## src/rtl/port_uart_pkg.sv

```systemverilog
// port_uart_pkg: shared state encodings and port bit positions for port_uart.
package port_uart_pkg;

  typedef enum logic [2:0] {
    TX_IDLE,
    TX_START,
    TX_DATA,
    TX_PARITY,
    TX_STOP
  } tx_state_e;

  typedef enum logic [2:0] {
    RX_IDLE,
    RX_START,
    RX_DATA,
    RX_PARITY,
    RX_STOP
  } rx_state_e;

  // status (port09) bit positions
  localparam int ST_TX_ACK   = 0;
  localparam int ST_RX_TOG   = 1;
  localparam int ST_OVERRUN  = 2;
  localparam int ST_FERR     = 3;
  localparam int ST_TX_BUSY  = 4;
  localparam int ST_PERR     = 5;

  // ctrl (port01) bit positions
  localparam int CT_TX_REQ   = 0;
  localparam int CT_ERR_CLR  = 1;
  localparam int CT_RX_ACK   = 2;

  // Even parity bit for a data byte (1 when the byte has an odd number of ones)
  function automatic logic even_parity(input logic [7:0] d);
    return ^d;
  endfunction

endpackage

```

## src/rtl/port_uart_rx.sv

```systemverilog
// port_uart_rx: rxd synchronizer plus receive FSM with sticky error flags.
// Build option: PORT_UART_PARITY_EN adds an even parity bit check before the stop bit.
module port_uart_rx
  import port_uart_pkg::*;
#(
  parameter int CLKS_PER_BIT = 434
) (
  input  logic       clk,
  input  logic       rst_n,
  input  logic       rxd,
  input  logic       err_clr,
  input  logic       rx_ack,
  output logic [7:0] rx_data,
  output logic       rx_tog,
  output logic       overrun,
  output logic       framing_err,
  output logic       parity_err
);
  localparam int CW = $clog2(CLKS_PER_BIT);
  localparam logic [CW-1:0] CNT_LAST = CW'(CLKS_PER_BIT - 1);
  localparam logic [CW-1:0] CNT_HALF = CW'(CLKS_PER_BIT / 2 - 1);

  rx_state_e     state_q, state_d;
  logic [1:0]    sync_q, sync_d;
  logic          prev_q, prev_d;
  logic [CW-1:0] cnt_q, cnt_d;
  logic [2:0]    idx_q, idx_d;
  logic [7:0]    shift_q, shift_d;
  logic [7:0]    rx_data_q, rx_data_d;
  logic          rx_tog_q, rx_tog_d;
  logic          ovr_q, ovr_d;
  logic          ferr_q, ferr_d;
  logic          rxd_s, cnt_last, good;
  logic          set_ovr, set_ferr;
`ifdef PORT_UART_PARITY_EN
  logic          par_bad_q, par_bad_d;
  logic          perr_q, perr_d;
  logic          set_perr;
`endif

  assign rxd_s    = sync_q[1];
  assign cnt_last = (cnt_q == CNT_LAST);

  // Next-state logic: start detection, mid-bit sampling, frame completion and flags
  always_comb begin
    state_d   = state_q;
    sync_d    = {sync_q[0], rxd};
    prev_d    = rxd_s;
    cnt_d     = cnt_last ? '0 : cnt_q + 1'b1;
    idx_d     = idx_q;
    shift_d   = shift_q;
    rx_data_d = rx_data_q;
    rx_tog_d  = rx_tog_q;
    set_ovr   = 1'b0;
    set_ferr  = 1'b0;
    good      = 1'b0;
`ifdef PORT_UART_PARITY_EN
    par_bad_d = par_bad_q;
    set_perr  = 1'b0;
`endif
    case (state_q)
      RX_IDLE: begin
        cnt_d = '0;
        if (prev_q && !rxd_s) state_d = RX_START;
      end
      RX_START: begin
        if (cnt_q == CNT_HALF) begin
          cnt_d   = '0;
          idx_d   = 3'd0;
          // A start bit that is high again at mid-bit was a glitch
          state_d = rxd_s ? RX_IDLE : RX_DATA;
        end
      end
      RX_DATA: begin
        if (cnt_last) begin
          shift_d = {rxd_s, shift_q[7:1]};
          idx_d   = idx_q + 3'd1;
          if (idx_q == 3'd7) begin
`ifdef PORT_UART_PARITY_EN
            state_d = RX_PARITY;
`else
            state_d = RX_STOP;
`endif
          end
        end
      end
`ifdef PORT_UART_PARITY_EN
      RX_PARITY: begin
        if (cnt_last) begin
          par_bad_d = (rxd_s != even_parity(shift_q));
          state_d   = RX_STOP;
        end
      end
`endif
      RX_STOP: begin
        if (cnt_last) begin
          state_d  = RX_IDLE;
          set_ferr = !rxd_s;
`ifdef PORT_UART_PARITY_EN
          set_perr = par_bad_q;
          good     = rxd_s && !par_bad_q;
`else
          good     = rxd_s;
`endif
          if (good) begin
            set_ovr   = (rx_ack != rx_tog_q);
            rx_data_d = shift_q;
            rx_tog_d  = !rx_tog_q;
          end
        end
      end
      default: state_d = RX_IDLE;
    endcase
    // Sticky flags: a set on the same edge as a clear wins
    ovr_d  = set_ovr  | (ovr_q  & !err_clr);
    ferr_d = set_ferr | (ferr_q & !err_clr);
`ifdef PORT_UART_PARITY_EN
    perr_d = set_perr | (perr_q & !err_clr);
`endif
  end

  // State and output registers with synchronous active-low reset
  always_ff @(posedge clk) begin
    if (!rst_n) begin
      state_q   <= RX_IDLE;
      sync_q    <= 2'b11;
      prev_q    <= 1'b1;
      cnt_q     <= '0;
      idx_q     <= 3'd0;
      shift_q   <= 8'h00;
      rx_data_q <= 8'h00;
      rx_tog_q  <= 1'b0;
      ovr_q     <= 1'b0;
      ferr_q    <= 1'b0;
`ifdef PORT_UART_PARITY_EN
      par_bad_q <= 1'b0;
      perr_q    <= 1'b0;
`endif
    end else begin
      state_q   <= state_d;
      sync_q    <= sync_d;
      prev_q    <= prev_d;
      cnt_q     <= cnt_d;
      idx_q     <= idx_d;
      shift_q   <= shift_d;
      rx_data_q <= rx_data_d;
      rx_tog_q  <= rx_tog_d;
      ovr_q     <= ovr_d;
      ferr_q    <= ferr_d;
`ifdef PORT_UART_PARITY_EN
      par_bad_q <= par_bad_d;
      perr_q    <= perr_d;
`endif
    end
  end

  assign rx_data     = rx_data_q;
  assign rx_tog      = rx_tog_q;
  assign overrun     = ovr_q;
  assign framing_err = ferr_q;
`ifdef PORT_UART_PARITY_EN
  assign parity_err  = perr_q;
`else
  assign parity_err  = 1'b0;
`endif

endmodule

```

## src/rtl/port_uart.sv

```systemverilog
// port_uart: device side of the YASAC port interface; toggle-handshake UART with
// the TX FSM here and the receiver in port_uart_rx.
// Build option: PORT_UART_PARITY_EN adds an even parity bit to every frame.
module port_uart
  import port_uart_pkg::*;
#(
  parameter int CLKS_PER_BIT = 434
) (
  input  logic       clk,
  input  logic       rst_n,
  input  logic [7:0] tx_data,
  input  logic [7:0] ctrl,
  output logic [7:0] status,
  output logic [7:0] rx_data,
  output logic       txd,
  input  logic       rxd
);
  localparam int CW = $clog2(CLKS_PER_BIT);
  localparam logic [CW-1:0] CNT_LAST = CW'(CLKS_PER_BIT - 1);

  tx_state_e     tx_state_q, tx_state_d;
  logic [CW-1:0] tx_cnt_q, tx_cnt_d;
  logic [2:0]    tx_idx_q, tx_idx_d;
  logic [7:0]    tx_byte_q, tx_byte_d;
  logic          tx_req_q, tx_req_d;
  logic          tx_ack_q, tx_ack_d;
  logic          txd_q, txd_d;
  logic          tx_cnt_last, tx_busy;
  logic          rx_tog, rx_ovr, rx_ferr, rx_perr;
  logic          unused_ctrl;

  assign unused_ctrl = ^ctrl[7:3];
  assign tx_cnt_last = (tx_cnt_q == CNT_LAST);
  assign tx_busy     = (tx_state_q != TX_IDLE);

  // TX next-state: accept a request toggle in IDLE, then shift out one bit per CLKS_PER_BIT
  always_comb begin
    tx_state_d = tx_state_q;
    tx_cnt_d   = tx_cnt_q;
    tx_idx_d   = tx_idx_q;
    tx_byte_d  = tx_byte_q;
    tx_req_d   = tx_req_q;
    tx_ack_d   = tx_ack_q;
    txd_d      = txd_q;
    if (tx_state_q != TX_IDLE) tx_cnt_d = tx_cnt_last ? '0 : tx_cnt_q + 1'b1;
    case (tx_state_q)
      TX_IDLE: begin
        if (ctrl[CT_TX_REQ] != tx_ack_q) begin
          tx_byte_d  = tx_data;
          tx_req_d   = ctrl[CT_TX_REQ];
          txd_d      = 1'b0;
          tx_state_d = TX_START;
        end
      end
      TX_START: begin
        if (tx_cnt_last) begin
          tx_idx_d   = 3'd0;
          txd_d      = tx_byte_q[0];
          tx_state_d = TX_DATA;
        end
      end
      TX_DATA: begin
        if (tx_cnt_last) begin
          if (tx_idx_q == 3'd7) begin
`ifdef PORT_UART_PARITY_EN
            txd_d      = even_parity(tx_byte_q);
            tx_state_d = TX_PARITY;
`else
            txd_d      = 1'b1;
            tx_state_d = TX_STOP;
`endif
          end else begin
            tx_idx_d = tx_idx_q + 3'd1;
            txd_d    = tx_byte_q[tx_idx_q + 3'd1];
          end
        end
      end
`ifdef PORT_UART_PARITY_EN
      TX_PARITY: begin
        if (tx_cnt_last) begin
          txd_d      = 1'b1;
          tx_state_d = TX_STOP;
        end
      end
`endif
      TX_STOP: begin
        if (tx_cnt_last) begin
          tx_ack_d   = tx_req_q;
          txd_d      = 1'b1;
          tx_state_d = TX_IDLE;
        end
      end
      default: begin
        txd_d      = 1'b1;
        tx_state_d = TX_IDLE;
      end
    endcase
  end

  // TX registers with synchronous active-low reset; txd idles high
  always_ff @(posedge clk) begin
    if (!rst_n) begin
      tx_state_q <= TX_IDLE;
      tx_cnt_q   <= '0;
      tx_idx_q   <= 3'd0;
      tx_byte_q  <= 8'h00;
      tx_req_q   <= 1'b0;
      tx_ack_q   <= 1'b0;
      txd_q      <= 1'b1;
    end else begin
      tx_state_q <= tx_state_d;
      tx_cnt_q   <= tx_cnt_d;
      tx_idx_q   <= tx_idx_d;
      tx_byte_q  <= tx_byte_d;
      tx_req_q   <= tx_req_d;
      tx_ack_q   <= tx_ack_d;
      txd_q      <= txd_d;
    end
  end

  port_uart_rx #(
    .CLKS_PER_BIT(CLKS_PER_BIT)
  ) u_rx (
    .clk        (clk),
    .rst_n      (rst_n),
    .rxd        (rxd),
    .err_clr    (ctrl[CT_ERR_CLR]),
    .rx_ack     (ctrl[CT_RX_ACK]),
    .rx_data    (rx_data),
    .rx_tog     (rx_tog),
    .overrun    (rx_ovr),
    .framing_err(rx_ferr),
    .parity_err (rx_perr)
  );

  // Status port assembly from registered flags
  always_comb begin
    status             = 8'h00;
    status[ST_TX_ACK]  = tx_ack_q;
    status[ST_RX_TOG]  = rx_tog;
    status[ST_OVERRUN] = rx_ovr;
    status[ST_FERR]    = rx_ferr;
    status[ST_TX_BUSY] = tx_busy;
    status[ST_PERR]    = rx_perr;
  end

  assign txd = txd_q;

endmodule

```

## config.mk

```make
export PLATFORM = sky130hd
export DESIGN_NAME = port_uart
export DESIGN_NICKNAME = d
export VERILOG_FILES = /design/src/rtl/port_uart_pkg.sv /design/src/rtl/port_uart_rx.sv /design/src/rtl/port_uart.sv
export SDC_FILE = /design/constraint.sdc
export NUM_CORES = 1
export LEC_CHECK = 0
export ABC_CLOCK_PERIOD_IN_PS = 2950
export CAP_MARGIN = 40
export CORE_MARGIN = 8
export CORE_UTILIZATION = 59
export DETAILED_ROUTE_END_ITERATION = 12
export PLACE_DENSITY = 0.84
export SYNTH_ARGS = -nofsm -noshare
export SYNTH_HDL_FRONTEND = slang
export SYNTH_SLANG_ARGS = --single-unit
```

## constraint.sdc

```tcl
create_clock -name clk -period 2.95 [get_ports clk]
set_input_delay 0.7375 -clock clk [delete_from_list [all_inputs] [get_ports clk]]
set_output_delay 0.7375 -clock clk [all_outputs]
set_load 0.01 [all_outputs]
```

==> qor.yml, run 1 <==
status:
  status: "complete, no violations"
placement:
  pre_cts_ws_ns: 0.648
  dp_cells: 402
  portBuffers: 27
  dpl.hpwl_mm: 3.90
  dpl_cell_area_um2: 3120
  globalplace.congestion: 0.818
logic_synthesis:
  syn_area_per_cell_um2: 8.51
  synth_top_cell_by_area: "dfxtp_1"
  synth-seq-area-share_pct: 44.1
  synth_top_cell_area_share_pct: 44.1
  synth_seq_cells: 63
  ys.flop_type: "dfxtp_1"
  synthCells: 336
  yosys-top-cells-area: "dfxtp_1 44%, nand2_1 6.4%, a21oi_1 5.2%"
  async_flop_share_pct: 0
  synth-edff-count: 0
  yosys_warnings: 0
  yosys.cell_types.count: 47
  netlist_area_um2: 2860
pwr:
  p_total_mw: 1.82
  pwr-share-comb_pct: 5.6
  clockPowerShare_pct: 45.8
  p_seq_share_pct: 48.6
  leakagePower_nw: 1.21
  switching_share_pct: 20.9
  p_int_mw: 1.44
  power.density_nw_per_um2: 544
  ir_worst_vdd_uv: 473
  p_switching_mw: 0.380
clock_network:
  holdBufCountCts: 0
  cts_tree: "done"
  post_cts_buffers: 0
  htreeDepth: 3
  clock_latency_ns: 0.34
  cts.repair.resized: 0
  numCtsBuffers: 9
  clk_path_buf_depth: 2
  clkSinkCount: 63
  root_buffer: "clkbuf_8"
  clk_pin_slew_ns: 0.06
setup_path:
  r2r-start: "tx_idx_q[0]"
  required_ns: 2.21
  worstReg2RegEnd: "txd"
  r2r_slack_ns: 0.90
  slowest_stage: "dfxtp_1"
  critPathKind: "flip-flop to output port"
  max_stage_delay_ns: 0.55
  critPathBufInv: 3
  cp_data_arrival_time_ns: 1.81
  crit_path_end_kind: "output port"
  start_kind: "flip-flop"
  crit_chain: "nor3_1 -> inv_1 -> buf_4 -> clkdlybuf4s50_1"
  cp_max_fo: 11
  r2r_cells: 6
  path_delay_family: "buffers and inverters"
drt:
  routed_wl_mm: 5.74
  first_iter_violations: 81
  drtAntennaViolNets: 0
  drc: 0
  dr.pass1.iters: 4
  vias: 2337
  viasPerCell: 5.59
  wl_per_cell_um: 13.7
sta:
  post-route-period-util_pct: 86.5
  worst_hold_slack_ns: 0.424
  rsz0062_at_grt: "no"
  fmax_mhz: 392
  final.min_clock_period_ns: 2.55
  setup_slack_ns: 0.399
  slew_headroom_pct: 49.8
  worst_clock_skew_ns: 0.00650
  hold_viol: 0
  finalSetupViolations: 0
  worstMarginPinSlew_ns: 0.753
  finalSetupTns_ns: 0
  timing.final.max_slew_violations: 0
die:
  initial_core_util_pct: 61.0
  core_um2: 4690
  die_area_um2: 7330
  rows: 25
  die_x_um: 85.6
  die_h_um: 85.6
  design.portCount: 36
layout:
  area_delta_synth_final_pct: 16.9
  design_area_um2: 3340
  nFillCells: 359
  utilization_pct: 71.3
  seqCellArea_um2: 1260
  multiInputGateArea_um2: 1430
  fin_cells: 418
  drive_gt1_share_pct: 7.69
  final_net_count: 387
  diodes: 0
min_path:
  min-delay-path-class: "flip-flop to flip-flop"
  min-delay-start: "u_rx.sync_q[0]"
  min_path_cells: 1
  holdPathEnd: "u_rx.sync_q[1]"
global_route:
  grt_max_degree: 35
  antenna_found_initial: 0
  grt_overflow: 0
  grt_usage_pct: 16.8
  grt_pass1_vias: 2296
  grt_first_pass_wirelength_mm: 9.99
job:
  cap_violations: 0
==> cell families (layout without fill, tap and decap cells) <==
logic type / after synthesis / in the layout / synth area share [%]
compound gates: 53 / 53 / 11.5
fa+ha+maj: 9 / 9 / 3.94
simple gates: 150 / 150 / 25.7
flops: 63 / 63 / 44.1
other cells: 1 / 3 / 0.131
mux: 7 / 7 / 2.89
xor+xnor: 18 / 18 / 5.51
buf+inv: 35 / 61 / 6.17
==> synth_stat cells, drive strengths merged (2+ instances only) <==
cell type	count
nand2b	6
nor2	37
nand2	49
a22oi	2
nand3	23
clkbuf	7
nor4	6
ha	9
a31oi	2
nor3b	2
inv	12
o21ai	5
nand4b	2
nand4	3
o22ai	3
a211oi	2
xor2	14
xnor2	4
buf	16
a21oi	30
nand3b	4
nor3	6
dfxtp	63
mux2i	6
nor2b	2
and3	7
==> worst max-delay path by stage <==
| stage | end | depth (start not counted) | startpoint | slack (ns) |
|---|---|---|---|---|
| floorplan | status[4] | 5 | tx_state_q[2] | 1.02 |
| global placement | u_rx.idx_q[0] | 4 | rst_n | 0.65 |
| detailed placement | u_rx.cnt_q[2] | 3 | rst_n | 0.65 |
| CTS | status[4] | 4 | tx_state_q[2] | 0.39 |
| global route | status[4] | 4 | tx_state_q[2] | 0.27 |
| finish | status[4] | 4 | tx_state_q[2] | 0.40 |
==> layout by cell type, fill, tap and decap left out, drive strengths merged, types with 3 or more instances in the layout <==
master and count:
a21oi 30, and3 7, buf 6, clkbuf 13, clkdlybuf4s50 27, conb 3
dfxtp 63, ha 9, inv 12, mux2i 6, nand2 49, nand2b 6
nand3 23, nand3b 4, nand4 3, nor2 37, nor3 6, nor4 6
o21ai 5, o22ai 3, xnor2 4, xor2 14
==> state kept, by name (all words and copies together), names as in the netlist, 8 cells and up <==
register	flops
tx_cnt_q	9
u_rx.cnt_q	9
tx_byte_q	8
u_rx.rx_data	8
u_rx.shift_q	8
==> final cells by class <==
type / instances / share of cell area [%]
clock inverters: 3 / 1.95
flip-flops and latches: 63 / 37.7
multi-input cells: 240 / 42.8
well taps: 54 / 2.02
repair buffers: 33 / 9.43
clock buffers: 13 / 4.75
inverters: 12 / 1.35
==> power groups by stage <==
stage          logic (mW)  registers (mW)  clock network [mW]
2_1_floorplan      0.0671           0.897                   0
3_3_place_gp       0.0993           0.900                   0
3_5_place_dp        0.102           0.901                   0
4_1_cts             0.103           0.882               0.852
5_1_grt             0.114           0.884               0.897
6_report            0.103           0.883               0.833
==> layer usage <==
layer  up-vias  global-route usage, %  part of all wire (%)
met4         0                   7.48                  0.63
li1       1192                      -                     -
met5         -                      0                     0
met2        44                   28.1                    51
met1      1097                   18.6                    44
met3         4                   6.02                   4.6
No activity file was read; power rests on OpenSTA's default activity.
==> run 2, diff against run 1 <==
--- a/config.mk
+++ b/config.mk
@@ -7,10 +7,10 @@
 export LEC_CHECK = 0
 export ABC_CLOCK_PERIOD_IN_PS = 2950
 export CAP_MARGIN = 40
-export CORE_MARGIN = 8
-export CORE_UTILIZATION = 59
+export CORE_MARGIN = 2
+export CORE_UTILIZATION = 30
 export DETAILED_ROUTE_END_ITERATION = 12
-export PLACE_DENSITY = 0.84
 export SYNTH_ARGS = -nofsm -noshare
 export SYNTH_HDL_FRONTEND = slang
+export SYNTH_HIERARCHICAL = 1
 export SYNTH_SLANG_ARGS = --single-unit
==> qor.yml, run 2 <==
status:
  status: "complete, no violations"  # unchanged
clock_network:
  cts.repair.resized: 0  # unchanged
  numCtsBuffers: 9  # unchanged
  clk_path_buf_depth: 2  # unchanged
  root_buffer: "clkbuf_8"  # unchanged
  cts_tree: "done"  # unchanged
  clock_latency_ns: 0.34  # about the same
  holdBufCountCts: 0  # unchanged
  htreeDepth: 3  # unchanged
  post_cts_buffers: 0  # unchanged
  clk_pin_slew_ns: 0.07  # was 0.06 ns
  clkSinkCount: 63  # unchanged
die:
  rows: 37  # was 25
  design.portCount: 36  # unchanged
  initial_core_util_pct: 30.9  # was 61.0%
  die_x_um: 107  # was 85.6 um
  core_um2: 10400  # was 4690 um2
  die_area_um2: 11500  # was 7330 um2
  die_h_um: 107  # was 85.6 um
sta:
  post-route-period-util_pct: 87.1  # was 86.5%
  slew_headroom_pct: 49.1  # was 49.8%
  worstMarginPinSlew_ns: 0.761  # was 0.753 ns
  worst_hold_slack_ns: 0.409  # was 0.424 ns
  finalSetupViolations: 0  # unchanged
  final.min_clock_period_ns: 2.57  # was 2.55 ns
  finalSetupTns_ns: 0  # unchanged
  hold_viol: 0  # unchanged
  rsz0062_at_grt: "no"  # unchanged
  fmax_mhz: 389  # was 392 MHz
  timing.final.max_slew_violations: 0  # unchanged
  worst_clock_skew_ns: 0.00838  # was 0.00650 ns
logic_synthesis:
  synth_top_cell_by_area: "dfxtp_1"  # unchanged
  synth_top_cell_area_share_pct: 39.3  # was 44.1%
  async_flop_share_pct: 0  # unchanged
  netlist_area_um2: 3210  # was 2860 um2
  synthXorXnorAreaFrac_pct: 3.82  # was 5.51%
  synth_top_family_by_area: "simple AND/OR/NAND/NOR gates"  # unchanged
  synth-edff-count: 0  # unchanged
  netlist_top_cells_count: "63 x dfxtp_1, 25 x a21oi_1, 24 x o31ai_1, 23 x nand4_1, 21 x nand2_1"  # was 63 x dfxtp_1, 49 x nand2_1, 37 x nor2_1, 30 x a21oi_1, 23 x nand3_1
  synth-seq-area-share_pct: 39.3  # was 44.1%
  synth_seq_cells: 63  # unchanged
  yosys.cell_types.count: 58  # was 47
  muxShareOfSynthArea_pct: 1.40  # was 2.89%
  ys.flop_type: "dfxtp_1"  # unchanged
  post_synth_and_or_nand_nor_area_fraction_pct: 24.8  # was 25.7%
  synth_adder_area_share_pct: 3.51  # was 3.94%
  synthMostInstantiatedCell: "dfxtp_1"  # unchanged
  synth_compound_area_share_pct: 19.7  # was 11.5%
  syn_area_per_cell_um2: 9.01  # was 8.51 um2
  synthCells: 356  # was 336
  yosys_warnings: 6  # was 0
  yosys-top-cells-area: "dfxtp_1 39%, o31ai_1 5.6%, nand4_1 4.5%"  # was dfxtp_1 44%, nand2_1 6.4%, a21oi_1 5.2%
drt:
  first_iter_violations: 150  # was 81
  dr.pass1.iters: 4  # unchanged
  drtAntennaViolNets: 0  # unchanged
  viasPerCell: 5.27  # was 5.59
  drc: 0  # unchanged
  vias: 2663  # was 2,337
  routed_wl_mm: 6.88  # was 5.74 mm
  wl_per_cell_um: 13.6  # was 13.7 um
layout:
  final_common_cell: "dfxtp_1"  # unchanged
  largestRegisters: "tx_cnt_q (9), u_rx/cnt_q (9)"  # was tx_cnt_q (9), u_rx.cnt_q (9)
  multiInputGateArea_um2: 1720  # was 1430 um2
  seqCellArea_um2: 1260  # unchanged
  drive_gt1_share_pct: 8.40  # was 7.69%
  diodes: 0  # unchanged
  most-common-layout-cells: "63 x dfxtp_1, 27 x clkdlybuf4s50_1, 25 x a21oi_1"  # was 63 x dfxtp_1, 49 x nand2_1, 37 x nor2_1
  area_delta_synth_final_pct: 15.0  # was 16.9%
  nFillCells: 1086  # was 359
  design_area_um2: 3690  # was 3340 um2
  final_net_count: 394  # was 387
setup_path:
  required_ns: 2.21  # about the same
  path_delay_family: "buffers and inverters"  # unchanged
  r2r-start: "u_rx/cnt_q[0]"  # was tx_idx_q[0]
  slowest_stage: "dfxtp_1"  # unchanged
  cp_data_arrival_time_ns: 1.83  # was 1.81 ns
  cp_max_fo: 17  # was 11
  start_kind: "flip-flop"  # unchanged
  critPathBufInv: 2  # was 3
  critPathKind: "flip-flop to output port"  # unchanged
  r2r_slack_ns: 1.04  # was 0.90 ns
  worstReg2RegEnd: "u_rx/rx_tog"  # was txd
  crit_chain: "nor3_2 -> inv_2 -> clkdlybuf4s50_1"  # was nor3_1 -> inv_1 -> buf_4 -> clkdlybuf4s50_1
  max_stage_delay_ns: 0.67  # was 0.55 ns
  crit_path_end_kind: "output port"  # unchanged
  r2r_cells: 5  # was 6
global_route:
  grt_first_pass_wirelength_mm: 12.0  # was 9.99 mm
  grt_usage_pct: 12.7  # was 16.8%
  grt_overflow: 0  # unchanged
  grt_max_degree: 22  # was 35
  grt_pass1_vias: 2617  # was 2,296
  antenna_found_initial: 0  # unchanged
min_path:
  min-delay-path-class: "flip-flop to flip-flop"  # unchanged
  holdPathEnd: "u_rx/sync_q[1]"  # was u_rx.sync_q[1]
  min-delay-start: "u_rx/sync_q[0]"  # was u_rx.sync_q[0]
  min_path_cells: 1  # unchanged
placement:
  dpl_cell_area_um2: 3510  # was 3120 um2
  globalplace.congestion: 0.748  # was 0.818
  portBuffers: 27  # unchanged
  dpl.hpwl_mm: 4.52  # was 3.90 mm
pwr:
  leakagePower_nw: 1.23  # was 1.21 nW
  power.density_nw_per_um2: 460  # was 544 nW/um2
  ir_worst_vdd_uv: 180  # was 473 uV
job:
  cap_violations: 0  # unchanged
[run 2: kinds of logic after synthesis]
| logic type | after synthesis |
|---|---|
| simple gates | 128 |
| fa+ha+maj | 9 |
| compound gates | 93 |
| mux | 2 |
| other cells | 2 |
| flops | 63 |
| xor+xnor | 14 |
| buf+inv | 45 |
[run 2: layout make-up]
type                    count  share of cell area (%)
clock inverters             1                   0.814
well taps                 136                    4.61
clock buffers              13                    4.04
inverters                   9                   0.916
repair buffers             34                    8.75
multi-input cells         249                    46.7
flip-flops and latches     63                    34.2
[run 2: where the power goes]
part           internal [mW]  switching, mW
clock                  0.405          0.306
sequential             0.867         0.0170
combinational         0.0504         0.0502
[run 2: worst max-delay path by stage]
stage	start	cells past startpoint	to
finish	tx_state_q[0]	3	status[4]
global route	tx_state_q[0]	3	status[4]
CTS	tx_state_q[0]	3	status[4]
detailed placement	rst_n	5	u_rx/state_q[1]
global placement	rst_n	5	u_rx/state_q[1]
floorplan	tx_idx_q[0]	6	txd
[run 2: through the flow]
step	util (%)	power (mW)	setup WS, ns	std cells
CTS	35.6	1.72	0.360	505
floorplan	-	0.968	1.21	357
global placement	33.8	1.00	0.533	491
finish	35.6	1.70	0.380	505
detailed placement	33.8	1.00	0.521	491
global route	35.6	1.78	0.263	505
[run 2: routing by layer]
layer / share of wire, % / global-route usage (%)
met5: 0 / 0
met4: 0.71 / 4.95
met3: 3.7 / 3.27
met2: 46 / 20.4
met1: 49 / 16.3
==> run 3, diff against run 2 <==
--- a/config.mk
+++ b/config.mk
@@ -5,7 +5,6 @@
 export SDC_FILE = /design/constraint.sdc
 export NUM_CORES = 1
 export LEC_CHECK = 0
-export ABC_CLOCK_PERIOD_IN_PS = 2950
 export CAP_MARGIN = 40
 export CORE_MARGIN = 2
 export CORE_UTILIZATION = 30
@@ -14,3 +13,4 @@
 export SYNTH_HDL_FRONTEND = slang
 export SYNTH_HIERARCHICAL = 1
 export SYNTH_SLANG_ARGS = --single-unit
+export TNS_END_PERCENT = 1
==> results of run 3 <==
Same layout as run 2: the final DEF is identical, and so are final timing and power.
